`src/rtl/opnd_conv_arb_pkg.sv`:
```
// Shared widths, FSM states and converter stage encodings for the operand converter/arbiter.
// Pure declarations; no timing or backpressure of its own.
package opnd_conv_arb_pkg;

    localparam int DIGIT_WIDTH  = 4;
    localparam int RESULT_WIDTH = 16;

    typedef enum logic [2:0] {
        ST_IDLE = 3'd0,
        ST_LV1  = 3'd1,
        ST_LV2  = 3'd2,
        ST_LV3  = 3'd3,
        ST_DONE = 3'd4
    } state_e;

    typedef enum logic [1:0] {
        STG_NONE = 2'b00,
        STG_LD1  = 2'b01,
        STG_MAG  = 2'b10,
        STG_SGN  = 2'b11
    } stage_e;

    function automatic stage_e stage_of(input state_e s);
        case (s)
            ST_LV1:  return STG_LD1;
            ST_LV2:  return STG_MAG;
            ST_LV3:  return STG_SGN;
            default: return STG_NONE;
        endcase
    endfunction

endpackage

```
`src/rtl/opnd_conv_arb_dec2bin.sv`:
```
// Three-stage BCD-to-binary converter stepped by a stage code; one stage per cycle, no backpressure.
// Digits and sign must stay stable across all three stages.
module opnd_conv_arb_dec2bin
    import opnd_conv_arb_pkg::*;
#(
    parameter int DW = opnd_conv_arb_pkg::DIGIT_WIDTH,
    parameter int RW = opnd_conv_arb_pkg::RESULT_WIDTH
) (
    input  logic          clk,
    input  logic          rst,
    input  stage_e        stage_i,
    input  logic [DW-1:0] dig0_i,
    input  logic [DW-1:0] dig1_i,
    input  logic [DW-1:0] dig2_i,
    input  logic          sign_i,
    output logic [RW-1:0] mag_o,
    output logic [RW-1:0] signed_o,
    output logic          err_o
);

    logic [RW-1:0] hund_q;
    logic [RW-1:0] mag_q;
    logic [RW-1:0] sgn_q;
    logic          err_q;
    logic          bad_digit;

    assign bad_digit = (dig0_i > DW'(9)) || (dig1_i > DW'(9)) || (dig2_i > DW'(9));

    always_ff @(posedge clk) begin
        if (!rst) begin
            hund_q <= '0;
            mag_q  <= '0;
            sgn_q  <= '0;
            err_q  <= 1'b0;
        end else begin
            case (stage_i)
                STG_LD1: hund_q <= RW'(dig2_i) * RW'(100);
                STG_MAG: begin
                    // An invalid digit zeroes the magnitude so the signed stage yields 0 too.
                    mag_q <= bad_digit ? '0 : hund_q + RW'(dig1_i) * RW'(10) + RW'(dig0_i);
                    err_q <= bad_digit;
                end
                STG_SGN: sgn_q <= sign_i ? (RW'(0) - mag_q) : mag_q;
                default: ;
            endcase
        end
    end

    assign mag_o    = mag_q;
    assign signed_o = sgn_q;
    assign err_o    = err_q;

endmodule

```
`src/rtl/opnd_conv_arb.sv`:
```
// Round-robin arbiter sharing one BCD converter between operands A and B; ack 4 cycles after grant edge.
// Requests are level-held and wait in place while busy; nothing is dropped.
module opnd_conv_arb
    import opnd_conv_arb_pkg::*;
#(
    parameter int DIGIT_WIDTH  = opnd_conv_arb_pkg::DIGIT_WIDTH,
    parameter int RESULT_WIDTH = opnd_conv_arb_pkg::RESULT_WIDTH
) (
    input  logic                    clk,
    input  logic                    rst,
    input  logic                    req_a,
    input  logic                    req_b,
    input  logic [DIGIT_WIDTH-1:0]  dig0_a,
    input  logic [DIGIT_WIDTH-1:0]  dig1_a,
    input  logic [DIGIT_WIDTH-1:0]  dig2_a,
    input  logic [DIGIT_WIDTH-1:0]  dig0_b,
    input  logic [DIGIT_WIDTH-1:0]  dig1_b,
    input  logic [DIGIT_WIDTH-1:0]  dig2_b,
    input  logic                    sign_a,
    input  logic                    sign_b,
    output logic                    ack_a,
    output logic                    ack_b,
    output logic [RESULT_WIDTH-1:0] result,
    output logic [RESULT_WIDTH-1:0] result_mag,
    output logic                    err,
    output logic                    busy
);

    state_e                  state_q, state_d;
    logic                    ptr_q, ptr_d;
    logic                    gnt_b_q, gnt_b_d;
    logic [DIGIT_WIDTH-1:0]  d0_q, d0_d, d1_q, d1_d, d2_q, d2_d;
    logic                    sign_q, sign_d;
    logic [RESULT_WIDTH-1:0] result_q, result_d, mag_q, mag_d;
    logic                    err_q, err_d;
    logic                    ack_a_q, ack_a_d, ack_b_q, ack_b_d;
    logic                    pick_b;
    logic [RESULT_WIDTH-1:0] conv_mag, conv_signed;
    logic                    conv_err;

    always_comb begin
        state_d  = state_q;
        ptr_d    = ptr_q;
        gnt_b_d  = gnt_b_q;
        d0_d     = d0_q;
        d1_d     = d1_q;
        d2_d     = d2_q;
        sign_d   = sign_q;
        result_d = result_q;
        mag_d    = mag_q;
        err_d    = err_q;
        ack_a_d  = 1'b0;
        ack_b_d  = 1'b0;
        // ptr_q = 1 means B currently holds priority.
        pick_b   = req_b && (ptr_q || !req_a);
        case (state_q)
            ST_IDLE: begin
                if (req_a || req_b) begin
                    gnt_b_d = pick_b;
                    ptr_d   = !pick_b;
                    d0_d    = pick_b ? dig0_b : dig0_a;
                    d1_d    = pick_b ? dig1_b : dig1_a;
                    d2_d    = pick_b ? dig2_b : dig2_a;
                    sign_d  = pick_b ? sign_b : sign_a;
                    state_d = ST_LV1;
                end
            end
            ST_LV1:  state_d = ST_LV2;
            ST_LV2:  state_d = ST_LV3;
            ST_LV3:  state_d = ST_DONE;
            ST_DONE: begin
                result_d = conv_signed;
                mag_d    = conv_mag;
                err_d    = conv_err;
                ack_a_d  = !gnt_b_q;
                ack_b_d  = gnt_b_q;
                state_d  = ST_IDLE;
            end
            default: state_d = ST_IDLE;
        endcase
    end

    always_ff @(posedge clk) begin
        if (!rst) begin
            state_q  <= ST_IDLE;
            ptr_q    <= 1'b0;
            gnt_b_q  <= 1'b0;
            d0_q     <= '0;
            d1_q     <= '0;
            d2_q     <= '0;
            sign_q   <= 1'b0;
            result_q <= '0;
            mag_q    <= '0;
            err_q    <= 1'b0;
            ack_a_q  <= 1'b0;
            ack_b_q  <= 1'b0;
        end else begin
            state_q  <= state_d;
            ptr_q    <= ptr_d;
            gnt_b_q  <= gnt_b_d;
            d0_q     <= d0_d;
            d1_q     <= d1_d;
            d2_q     <= d2_d;
            sign_q   <= sign_d;
            result_q <= result_d;
            mag_q    <= mag_d;
            err_q    <= err_d;
            ack_a_q  <= ack_a_d;
            ack_b_q  <= ack_b_d;
        end
    end

    opnd_conv_arb_dec2bin #(
        .DW (DIGIT_WIDTH),
        .RW (RESULT_WIDTH)
    ) u_dec2bin (
        .clk      (clk),
        .rst      (rst),
        .stage_i  (stage_of(state_q)),
        .dig0_i   (d0_q),
        .dig1_i   (d1_q),
        .dig2_i   (d2_q),
        .sign_i   (sign_q),
        .mag_o    (conv_mag),
        .signed_o (conv_signed),
        .err_o    (conv_err)
    );

    assign ack_a      = ack_a_q;
    assign ack_b      = ack_b_q;
    assign result     = result_q;
    assign result_mag = mag_q;
    assign err        = err_q;
    assign busy       = (state_q != ST_IDLE);

endmodule
```
`config.mk`:
```
export PLATFORM = sky130hd
export DESIGN_NAME = opnd_conv_arb
export DESIGN_NICKNAME = d
export VERILOG_FILES = /design/src/rtl/opnd_conv_arb_pkg.sv /design/src/rtl/opnd_conv_arb_dec2bin.sv /design/src/rtl/opnd_conv_arb.sv
export SDC_FILE = /design/constraint.sdc
export NUM_CORES = 1
export LEC_CHECK = 0
export BUFFER_PORTS_ARGS = -buffer_cell sky130_fd_sc_hd__clkbuf_2
export CAP_MARGIN = 10
export CORE_UTILIZATION = 38
export CTS_CLUSTER_SIZE = 30
export DETAILED_ROUTE_END_ITERATION = 10
export GPL_ROUTABILITY_DRIVEN = 0
export PLACE_DENSITY_LB_ADDON = 0.25
export SYNTH_ARGS = -nofsm -noshare
export SYNTH_HDL_FRONTEND = slang
export SYNTH_SLANG_ARGS = --single-unit
```
`constraint.sdc`:
```
create_clock -name clk -period 3.9 [get_ports clk]
set_input_delay 0.39 -clock clk [delete_from_list [all_inputs] [get_ports clk]]
set_output_delay 0.39 -clock clk [all_outputs]
set_load 0.1 [all_outputs]
```
==> results of run 1 <==
==> flip-flops by register name (all words and copies together) (netlist names) <==
signal / cells
gnt_b_q: 1
u_dec2bin.signed_o: 16
u_dec2bin.hund_q: 9
sign_q: 1
d1_q: 4
state_q: 3
d0_q: 4
u_dec2bin.err_o: 1
ptr_q: 1
result_mag: 13
ack_a: 1
ack_b: 1
d2_q: 4
u_dec2bin.mag_o: 13
err: 1
result: 16
==> layout make-up <==
cell class / instances / area share
multi-input cells: 371 / 0.489
clock inverters: 6 / 0.0127
well taps: 143 / 0.0344
inverters: 19 / 0.0137
flip-flops and latches: 89 / 0.342
clock buffers: 10 / 0.0440
repair buffers: 65 / 0.0639
==> synth_stat cells (3+ instances only) <==
library cell and count:
buf_2 4, a222oi_1 13, o21ai_0 20, mux2i_1 6, ha_1 27, a21oi_1 18
a21boi_0 32, or3_1 3, dfxtp_1 89, a22oi_1 8, nor2b_1 33, and2_1 3
a211oi_1 3, xnor2_1 12, a21o_1 3, xor2_1 12, buf_4 3, nor3b_1 3
fa_1 4, nand3_1 4, clkbuf_1 21, nand2_1 95, o211a_1 13, nor2_1 18
inv_1 19
==> worst min path at each step <==
stage,startpoint,endpoint,slack [ns],depth (start not counted)
after floorplan,gnt_b_q$_SDFFE_PN0P_,ack_a$_SDFF_PN0_,0.40,1
after global placement,gnt_b_q$_SDFFE_PN0P_,ack_a$_SDFF_PN0_,0.44,1
after detailed placement,gnt_b_q$_SDFFE_PN0P_,ack_a$_SDFF_PN0_,0.44,1
after CTS,dig2_b[0],d2_q[0]$_SDFFE_PN0P_,0.33,3
after global routing,dig0_b[2],d0_q[2]$_SDFFE_PN0P_,0.35,3
final,dig2_b[3],d2_q[3]$_SDFFE_PN0P_,0.34,3
==> cell usage in the layout, fill, tap and decap left out, drive strengths merged, types with 5 or more instances in the layout <==
cell type / Yosys / routed
a21boi: 34 / 34
o211a: 13 / 13
a22oi: 8 / 8
a222oi: 13 / 13
inv: 19 / 21
a21oi: 18 / 18
xor2: 12 / 12
o21ai: 22 / 22
nor2b: 33 / 33
mux2i: 6 / 6
ha: 27 / 27
nand2: 95 / 95
nor2: 18 / 18
a211oi: 5 / 5
xnor2: 12 / 12
dfxtp: 89 / 89
clkbuf: 22 / 72
==> power by group through the flow <==
| stage | combinational [mW] | sequential [mW] | clock [mW] |
|---|---|---|---|
| 6_report | 0.393 | 1.01 | 0.859 |
| 5_1_grt | 0.438 | 1.02 | 0.913 |
| 4_1_cts | 0.395 | 1.01 | 0.878 |
| 3_5_place_dp | 0.390 | 1.03 | 0 |
| 3_3_place_gp | 0.383 | 1.03 | 0 |
| 2_1_floorplan | 0.321 | 1.01 | 0 |
==> worst max-delay path, delay by kind of cell (launching register included) <==
family                   cells  cell delay (ns)
AO/OA/AOI/OAI                3             0.68
XOR/XNOR                     2             0.28
adder cells (fa/ha/maj)      4             1.23
flip-flops                   1             0.41
AND/OR/NAND/NOR              2             0.53
==> metrics by stage <==
step / std cells / power (mW) / worst slack, ns
finish: 703 / 2.26 / 0.659
global placement: 687 / 1.41 / 0.763
global route: 703 / 2.37 / 0.429
CTS: 703 / 2.28 / 0.612
floorplan: 509 / 1.33 / 0.916
detailed placement: 687 / 1.42 / 0.633
==> metal layers <==
| metal | track usage | share of wire |
|---|---|---|
| met1 | 0.207 | 0.49 |
| met2 | 0.263 | 0.44 |
| met3 | 0.0405 | 0.053 |
| met4 | 0.0577 | 0.016 |
| met5 | 0 | 0 |
==> cell families (layout without fill, tap and decap cells) <==
family,count (synthesis),count (layout),synth area share
buf+inv,49,100,0.0445
fa+ha+maj,31,31,0.0924
simple gates,174,174,0.186
mux,6,6,0.0133
compound gates,133,133,0.223
other cells,1,3,0.000829
xor+xnor,24,24,0.0465
flops,89,89,0.394
==> results.md, run 1 <==
- Drt pass-1 iters: 8
- Hold Buf Count CTS: 0
- Setup crit end kind: flip-flop
- WP data arrival: 3.49 ns
- CP Class: flip-flop to flip-flop
- Die X: 111 um
- Worst Setup Start Kind: flip-flop
- Most frequent CP cell: ha_1
- Cell area after layout: 5210 um2
- Diode count: 0
- Drt first-iter violations: 239
- R2R depth: 11
- Final setup violation count: 0
- TNS Setup: 0 ns
- Gr ovfl total: 0
- CTS root buffer: clkbuf_16
- CP endpoint: u_dec2bin.mag_o[11]$_SDFFE_PN0N_
- Crit. Startpoint: d1_q[3]$_SDFFE_PN0P_
- Seq pwr share: 0.446
- Slew headroom: 0.299
- FF-to-FF Start: d1_q[3]$_SDFFE_PN0P_
- Mapped Area: 4520 um2
- H-tree Lvls: 3
- Async SR Flop Fraction: 0
- Sw frac: 0.286
- R2r endpoint: u_dec2bin.mag_o[11]$_SDFFE_PN0N_
- Final HPWL DP: 6.99 mm
- Starting Density: 0.393
- Status: complete, but fails checks
- Power share of the combinational group: 0.174
- Leak: 2.22 nW
- Area of the core: 11,500 um2
- Number of remaining DRC errors: 16
- Vias/cell: 5.18
- Sequential fraction of the synthesis area: 0.394
- Clock latency on the worst-skew pair: 0.34 ns
- Hold_ws: 0.339 ns
- Remaining antenna violation count: 0
- FMAX: 309 MHz
- Measured slew at the worst slew-check pin: 1.05 ns
- R2r setup slk: 0.66 ns
- Crit Path Max Fanout: 7
- Final core utilization: 0.452
- Internal power: 1.61 mW
- Cell Area, Placed: 4910 um2
- Multi-input logic area: 2550 um2
- CTS tree: yes
- CP Data Required Time: 4.15 ns
- CP max stage cell: dfxtp_1
- Post-synth top area cell: dfxtp_1
- Clock Path Buffers: 2
- Die ar.: 12,300 um2
- Post-CTS resize count: 0
- P&R area growth vs syn: 15.1%
- Pwr dens: 434 nW/um2
- Via count: 3,641
- FF/Latch Area: 1780 um2
- Final slew viol count: 0
- Flop and latch count out of synthesis: 89
- Post-CTS setup buffer count: 0
- Min cycle time layout: 3.24 ns
- CP max stage delay: 0.41 ns
- Drt wl/cell: 13.7 um
- Share of layout cells above drive strength 1: 0.159
- Final Hold Fails: 0
- First-pass GRT wire length: 16.3 mm
- Fill count: 1,130
- Worst-path cell chain: ha_1 > ha_1 > fa_1 > xor2_1 > ha_1 > a21o_1 > xnor2_1 > nor4_2 > nand3_1 > o22a_1 > o31ai_2
- Largest cells by area after synthesis: dfxtp_1, nand2_1, ha_1, a21boi_0, nor2b_1
- Post-synth top area share: 0.394
- Clock skew: 0.00786 ns
- Clock buffer count from CTS: 9
- Largest net degree at the start of global routing: 58
- Port bufs: 62
- DRT Wirelength: 9.63 mm
- IO Count: 66
- Worst Hold Class: input port to flip-flop
- Ys flop type: dfxtp_1
- Clock power share: 0.380
- Syn avg cell area: 8.92 um2
- Mapped Cells: 507
- Worst-path clk slew: 0.06 ns
- # rows: 39
- Failing checks: DRC
- Warnings from Yosys: 0
- Fin crit share: 0.831
- Peak VDD IR: 247 uV
- Vias in the first global route: 3,472
- RSZ-0062 raised after global routing: no
- Max-cap violations: 0
- Die Y-Extent: 111 um
- Yosys cell types: 57
- GRT Resource Usage Total: 0.161
- # nets final: 616
- CTS sink cnt: 89
- Initial antenna violation count: 0
- Number of synthesized flops with an enable pin: 0
- P_sw: 646 uW
Power figures use the tool's default switching activity.
==> inputs of run 2 (changes only) <==
clock period = 2.7 ns   (was 3.9 ns; I/O delays follow)
==> run 2 against run 1 <==
Effect of this change:
- the flow finishes with violations (DRC, setup timing)
- core utilization is 2.6 points higher
- critical path depth unchanged
- routed wire length grew 2.8%
- sequential share of layout area fell by 1.8 points
- via count grew 2.7%
- clock skew barely moved
- first-iteration DRC count shrank 17%
- sequential power increased by 44%
- count of clock-buffer cells in the layout up 2
- clock power increased by 40%
- highest routed layer unchanged
- hold slack worse by 0.12 ns
==> results.md, run 2 (synthesis results as in run 1) <==
- Leak: 2.34 nW (+5.3%)
- Worst Setup Start Kind: flip-flop
- Status: complete, but fails checks
- Final HPWL DP: 7.19 mm (+2.9%)
- # rows: 39 (unchanged)
- RSZ-0062 raised after global routing: yes
- Commonest non-fill, non-tap cell in the layout: nand2_1
- CP Data Required Time: 2.96 ns (-1.19 ns)
- Die X: 111 um (unchanged)
- Clock latency on the worst-skew pair: 0.34 ns (about the same)
- Area of the core: 11,500 um2 (unchanged)
- Cell Area, Placed: 5100 um2 (+3.7%)
- Final Hold Fails: 0 (unchanged)
- Die ar.: 12,300 um2 (unchanged)
- Cell area after layout: 5510 um2 (+5.8%)
- Setup crit end kind: flip-flop
- Min cycle time layout: 2.81 ns (-0.432 ns)
- Diode count: 0 (unchanged)
- H-tree Lvls: 3 (unchanged)
- # nets final: 641 (+4.1%)
- Drt wl/cell: 13.6 um (-0.72%)
- GRT Resource Usage Total: 0.163 (+0.00151)
- Failing checks: DRC, setup timing
- Port bufs: 62 (unchanged)
- IO Count: 66 (unchanged)
- CTS tree: yes
- Drt pass-1 iters: 8 (unchanged)
- Most frequent cells in the layout: nand2_1, dfxtp_1, clkbuf_2, nor2b_1, a21boi_0
- CTS root buffer: clkbuf_16
- Via count: 3,740 (+2.7%)
- Slew headroom: 0.310 (+0.0106)
- WP data arrival: 3.07 ns (-0.42 ns)
- P&R area growth vs syn: 21.8%
- Max-cap violations: 0 (unchanged)
- Fin crit share: 1.04 (+0.209)
- Hold Buf Count CTS: 0 (unchanged)
- Worst Hold Class: input port to flip-flop
- Gr ovfl total: 0 (unchanged)
- Final setup violation count: 4 (+4)
- Die Y-Extent: 111 um (unchanged)
- Clock skew: 0.00811 ns (+0.000246 ns)
- Crit Path Max Fanout: 6 (-1)
- Clock Path Buffers: 2 (unchanged)
- Remaining antenna violation count: 0 (unchanged)
- Measured slew at the worst slew-check pin: 1.03 ns (-0.0228 ns)
- Largest net degree at the start of global routing: 35 (-40%)
- Peak VDD IR: 322 uV (+30%)
- Post-placement worst setup slack: -0.195 ns (-0.828 ns)
- Starting Density: 0.393 (unchanged)
- CP Class: flip-flop to flip-flop
- Fin cells: 728 (+3.6%)
- Initial antenna violation count: 0 (unchanged)
- Pwr dens: 601 nW/um2 (+38%)
- Number of remaining DRC errors: 14 (-2)
- Clock buffer count from CTS: 9 (unchanged)
- CTS sink cnt: 89 (unchanged)
- Vias/cell: 5.14 (-0.81%)
- DRT Wirelength: 9.90 mm (+2.8%)
- Placed Cells: 708 (+3.1%)
- Vias in the first global route: 3,537 (+1.9%)
- TNS Setup: -0.267 ns (-0.267 ns)
- Worst setup margin: -0.108 ns (-0.768 ns)
- FMAX: 356 MHz (+15%)
- First-pass GRT wire length: 16.4 mm (+0.42%)
- Share of layout cells above drive strength 1: 0.221 (+0.0616)
- Worst-path clk slew: 0.07 ns (about the same)
- Final slew viol count: 0 (unchanged)
- Drt first-iter violations: 199 (-17%)
[run 2: changes by cell type in the layout (fill, tap and decap cells not counted), sizes merged]
cell      delta
inv          -1
clkinv       -1
clkinvlp     +1
bufinv       -1
clkbuf       +2
buf         +25
[run 2: worst paths after layout]
check | from | to | slack, ns | cells past startpoint
setup / recovery | d1_q[3]$_SDFFE_PN0P_ | u_dec2bin.mag_o[11]$_SDFFE_PN0N_ | -0.11 | 11
hold reg to reg | gnt_b_q$_SDFFE_PN0P_ | ack_a$_SDFF_PN0_ | 0.44 | 1
setup reg to reg | d1_q[3]$_SDFFE_PN0P_ | u_dec2bin.mag_o[11]$_SDFFE_PN0N_ | -0.11 | 11
hold / removal | dig1_b[1] | d1_q[1]$_SDFFE_PN0P_ | 0.22 | 3
[run 2: critical path, stage by stage (launching register included)]
cell and delay, ns:
dfxtp_2 0.33, ha_4 0.24, ha_4 0.16, fa_2 0.36, xor2_2 0.17, ha_4 0.32
o211ai_1 0.14, o21a_1 0.21, o211a_1 0.23, buf_4 0.15, o22a_1 0.22, o31ai_2 0.20
[run 2: timing repair]
action	4_1_cts	5_1_grt
setup endpoints to repair	5	6
pin swaps	10	4
buffers inserted	3	1
resized for setup	6	12
[run 2: per-stage QoR]
| step | power (mW) | hold WS, ns | utilization |
|---|---|---|---|
| 6_report | 3.31 | 0.221 | 0.478 |
| 2_1_floorplan | 1.93 | 0.404 | - |
| 3_5_place_dp | 2.09 | 0.431 | 0.443 |
| 3_3_place_gp | 2.08 | 0.424 | 0.443 |
| 5_1_grt | 3.47 | 0.218 | 0.478 |
| 4_1_cts | 3.32 | 0.206 | 0.473 |
[run 2: area by class of cell]
type | instances | area, um2
sequential | 89 | 1780
clock buffer | 12 | 256
inverter | 19 | 71.3
fill | 1127 | 6010
tap | 143 | 179
multi-input combinational | 371 | 2660
clock inverter | 4 | 36.3
timing repair buffer | 90 | 520
[run 2: power breakdown]
part           internal, mW  leakage (nW)  switching (mW)
registers              1.37         0.722          0.0762
logic                 0.289          1.48           0.368
clock network         0.684         0.141           0.518
total                  2.35          2.34           0.961
[run 2: routing by layer]
layer  vias up  track usage  part of all wire
li1       1907            -                 -
met1      1723        0.196              0.45
met2        92        0.283              0.48
met3        18       0.0377             0.044
met4         0       0.0604             0.020
met5         -            0                 0
==> inputs of run 3 (changes only) <==
REMOVE_ABC_BUFFERS = 1   (was default)
==> run 3 against run 2 <==
Effect of this change:
- the run still ends with DRC, setup timing left
- count of clock-buffer cells in the layout down 1
- setup slack lost 0.028 ns
- core utilization is 0.76 points higher
- sequential share of layout area fell by 0.51 points
- combinational power is 4.7% higher
- global-route usage is 0.45 points lower
==> results.md, run 3 (synthesis results as in run 1) <==
- Status: complete, but fails checks
- Failing checks: DRC, setup timing
- Number of remaining DRC errors: 12 (-2)
- Drt wl/cell: 13.4 um (-1.2%)
- Vias/cell: 5.16 (+0.42%)
- Final HPWL DP: 7.09 mm (-1.3%)
- Port bufs: 62 (unchanged)
- Hold Buf Count CTS: 0 (unchanged)
- Vias in the first global route: 3,466 (-2.0%)
- Die X: 111 um (unchanged)
- # rows: 39 (unchanged)
- Worst setup margin: -0.136 ns (-0.0279 ns)
- Diode count: 0 (unchanged)
- WP data arrival: 3.10 ns (+0.03 ns)
- Min cycle time layout: 2.84 ns (+0.0279 ns)
- First-pass GRT wire length: 15.9 mm (-3.1%)
- Met2 Wirelength: 4.74 mm (-0.94%)
- Cell area after layout: 5600 um2 (+1.6%)
- Fill count: 1,076 (-4.5%)
- DRT Wirelength: 9.80 mm (-1.1%)
- Crit Path Max Fanout: 5 (-1)
- Leak: 2.36 nW (+0.95%)
- Starting Density: 0.393 (unchanged)
- Area of the core: 11,500 um2 (unchanged)
- Max-cap violations: 0 (unchanged)
- Clock Path Buffers: 2 (unchanged)
- Fin crit share: 1.05 (+0.0103)
- Final core utilization: 0.486 (+0.00761)
- FMAX: 353 MHz (-0.98%)
- H-tree Lvls: 3 (unchanged)
- Worst Setup Start Kind: flip-flop
- GRT Resource Usage Total: 0.158 (-0.00452)
- Setup crit end kind: flip-flop
- CP Class: flip-flop to flip-flop
- Share of layout cells above drive strength 1: 0.241 (+0.0201)
- Overall power: 3.29 mW (-0.54%)
- Die ar.: 12,300 um2 (unchanged)
- CTS tree: yes
- Final Hold Fails: 0 (unchanged)
- Via count: 3,761 (+0.56%)
- Met3 WL: 394 um (-10%)
- Clock skew: 0.00361 ns (-0.00450 ns)
- Clock latency on the worst-skew pair: 0.34 ns (about the same)
- P&R area growth vs syn: 23.7%
- CTS root buffer: clkbuf_16
- Drt pass-1 iters: 9 (+1)
- Pwr dens: 588 nW/um2 (-2.1%)
- Cell Area, Placed: 5090 um2 (about the same)
- Worst Hold Class: input port to flip-flop
- Commonest non-fill, non-tap cell in the layout: nand2_1
- Gr ovfl total: 0 (unchanged)
- RSZ-0062 raised after global routing: yes
- Final slew viol count: 0 (unchanged)
- TNS Setup: -0.384 ns (-0.117 ns)
- Post-placement worst setup slack: -0.389 ns (-0.194 ns)
- Peak VDD IR: 301 uV (-6.6%)
- Worst-path clk slew: 0.06 ns (about the same)
- CTS sink cnt: 89 (unchanged)
- Most frequent cells in the layout: nand2_1, dfxtp_1, clkbuf_2, nor2b_1, a21boi_0
- Slew headroom: 0.295 (-0.0142)
- Initial antenna violation count: 0 (unchanged)
- IO Count: 66 (unchanged)
- Die Y-Extent: 111 um (unchanged)
- Measured slew at the worst slew-check pin: 1.05 ns (+0.0212 ns)
- Drt first-iter violations: 277 (+39%)
- Final setup violation count: 4 (unchanged)
- Uppermost routed layer: met4
- Clock buffer count from CTS: 9 (unchanged)
- M1 WL: 4.49 mm (+0.38%)
- Remaining antenna violation count: 0 (unchanged)
- CP Data Required Time: 2.96 ns (about the same)
- # nets final: 642 (+0.16%)
- Largest net degree at the start of global routing: 47 (+34%)
- R2r setup slk: -0.14 ns (-0.03 ns)
## run 3: cell count changes in the layout (fill, tap and decap cells not counted), moves of 2 or more
cell	previous run	this run
buf_4	28	26
buf_6	0	3
clkinv_2	0	3
nand3_1	4	2
o2111ai_1	2	0
xnor2_1	12	10
xnor2_2	0	2
## run 3: final timing paths
| kind | from | endpoint | cells past startpoint |
|---|---|---|---|
| min reg2reg | gnt_b_q$_SDFFE_PN0P_ | ack_a$_SDFF_PN0_ | 1 |
| max | d1_q[3]$_SDFFE_PN0P_ | u_dec2bin.mag_o[11]$_SDFFE_PN0N_ | 12 |
| max reg2reg | d1_q[3]$_SDFFE_PN0P_ | u_dec2bin.mag_o[11]$_SDFFE_PN0N_ | 12 |
| min | dig0_b[0] | d0_q[0]$_SDFFE_PN0P_ | 3 |
## run 3: area by class of cell
class                           instances  area [um2]  share of cell area
Clock inverter                          5        31.3             0.00559
Clock buffer                           11         243              0.0434
Multi-Input combinational cell        371        2750               0.491
Inverter                               19        71.3              0.0127
Timing Repair Buffer                   91         539              0.0964
Tap cell                              143         179              0.0320
Sequential cell                        89        1780               0.319
## run 3: worst max-delay path: stages, from the launching register on
cell,delay (ns)
dfxtp_2,0.34
ha_4,0.24
ha_4,0.16
fa_2,0.35
xor2_2,0.20
ha_4,0.25
buf_6,0.13
o21ai_4,0.06
o22ai_2,0.10
nor4_4,0.35
nand3_2,0.15
o22a_1,0.22
o31ai_2,0.19
## run 3: power by group
part / internal (mW) / total [mW] / switching, mW
clock: 0.645 / 1.15 / 0.506
sequential: 1.38 / 1.45 / 0.0764
combinational: 0.310 / 0.688 / 0.379
## run 3: through the flow
| stage | std cells | hold WS, ns |
|---|---|---|
| after global routing | 729 | 0.207 |
| after global placement | 711 | 0.422 |
| after floorplan | 479 | 0.384 |
| after detailed placement | 711 | 0.425 |
| after CTS | 727 | 0.198 |
| final | 729 | 0.204 |
## run 3: timing repair
| action | in CTS | in global routing |
|---|---|---|
| buffers inserted | 0 | 2 |
| setup endpoints to repair | 6 | 6 |
| gates resized for setup | 9 | 34 |
| pin swaps | 10 | 11 |
## run 3: routing by layer
layer	vias up	track usage
met1	1743	0.196
li1	1911	-
met5	-	0
met3	17	0.0388
met4	0	0.0613
met2	90	0.265
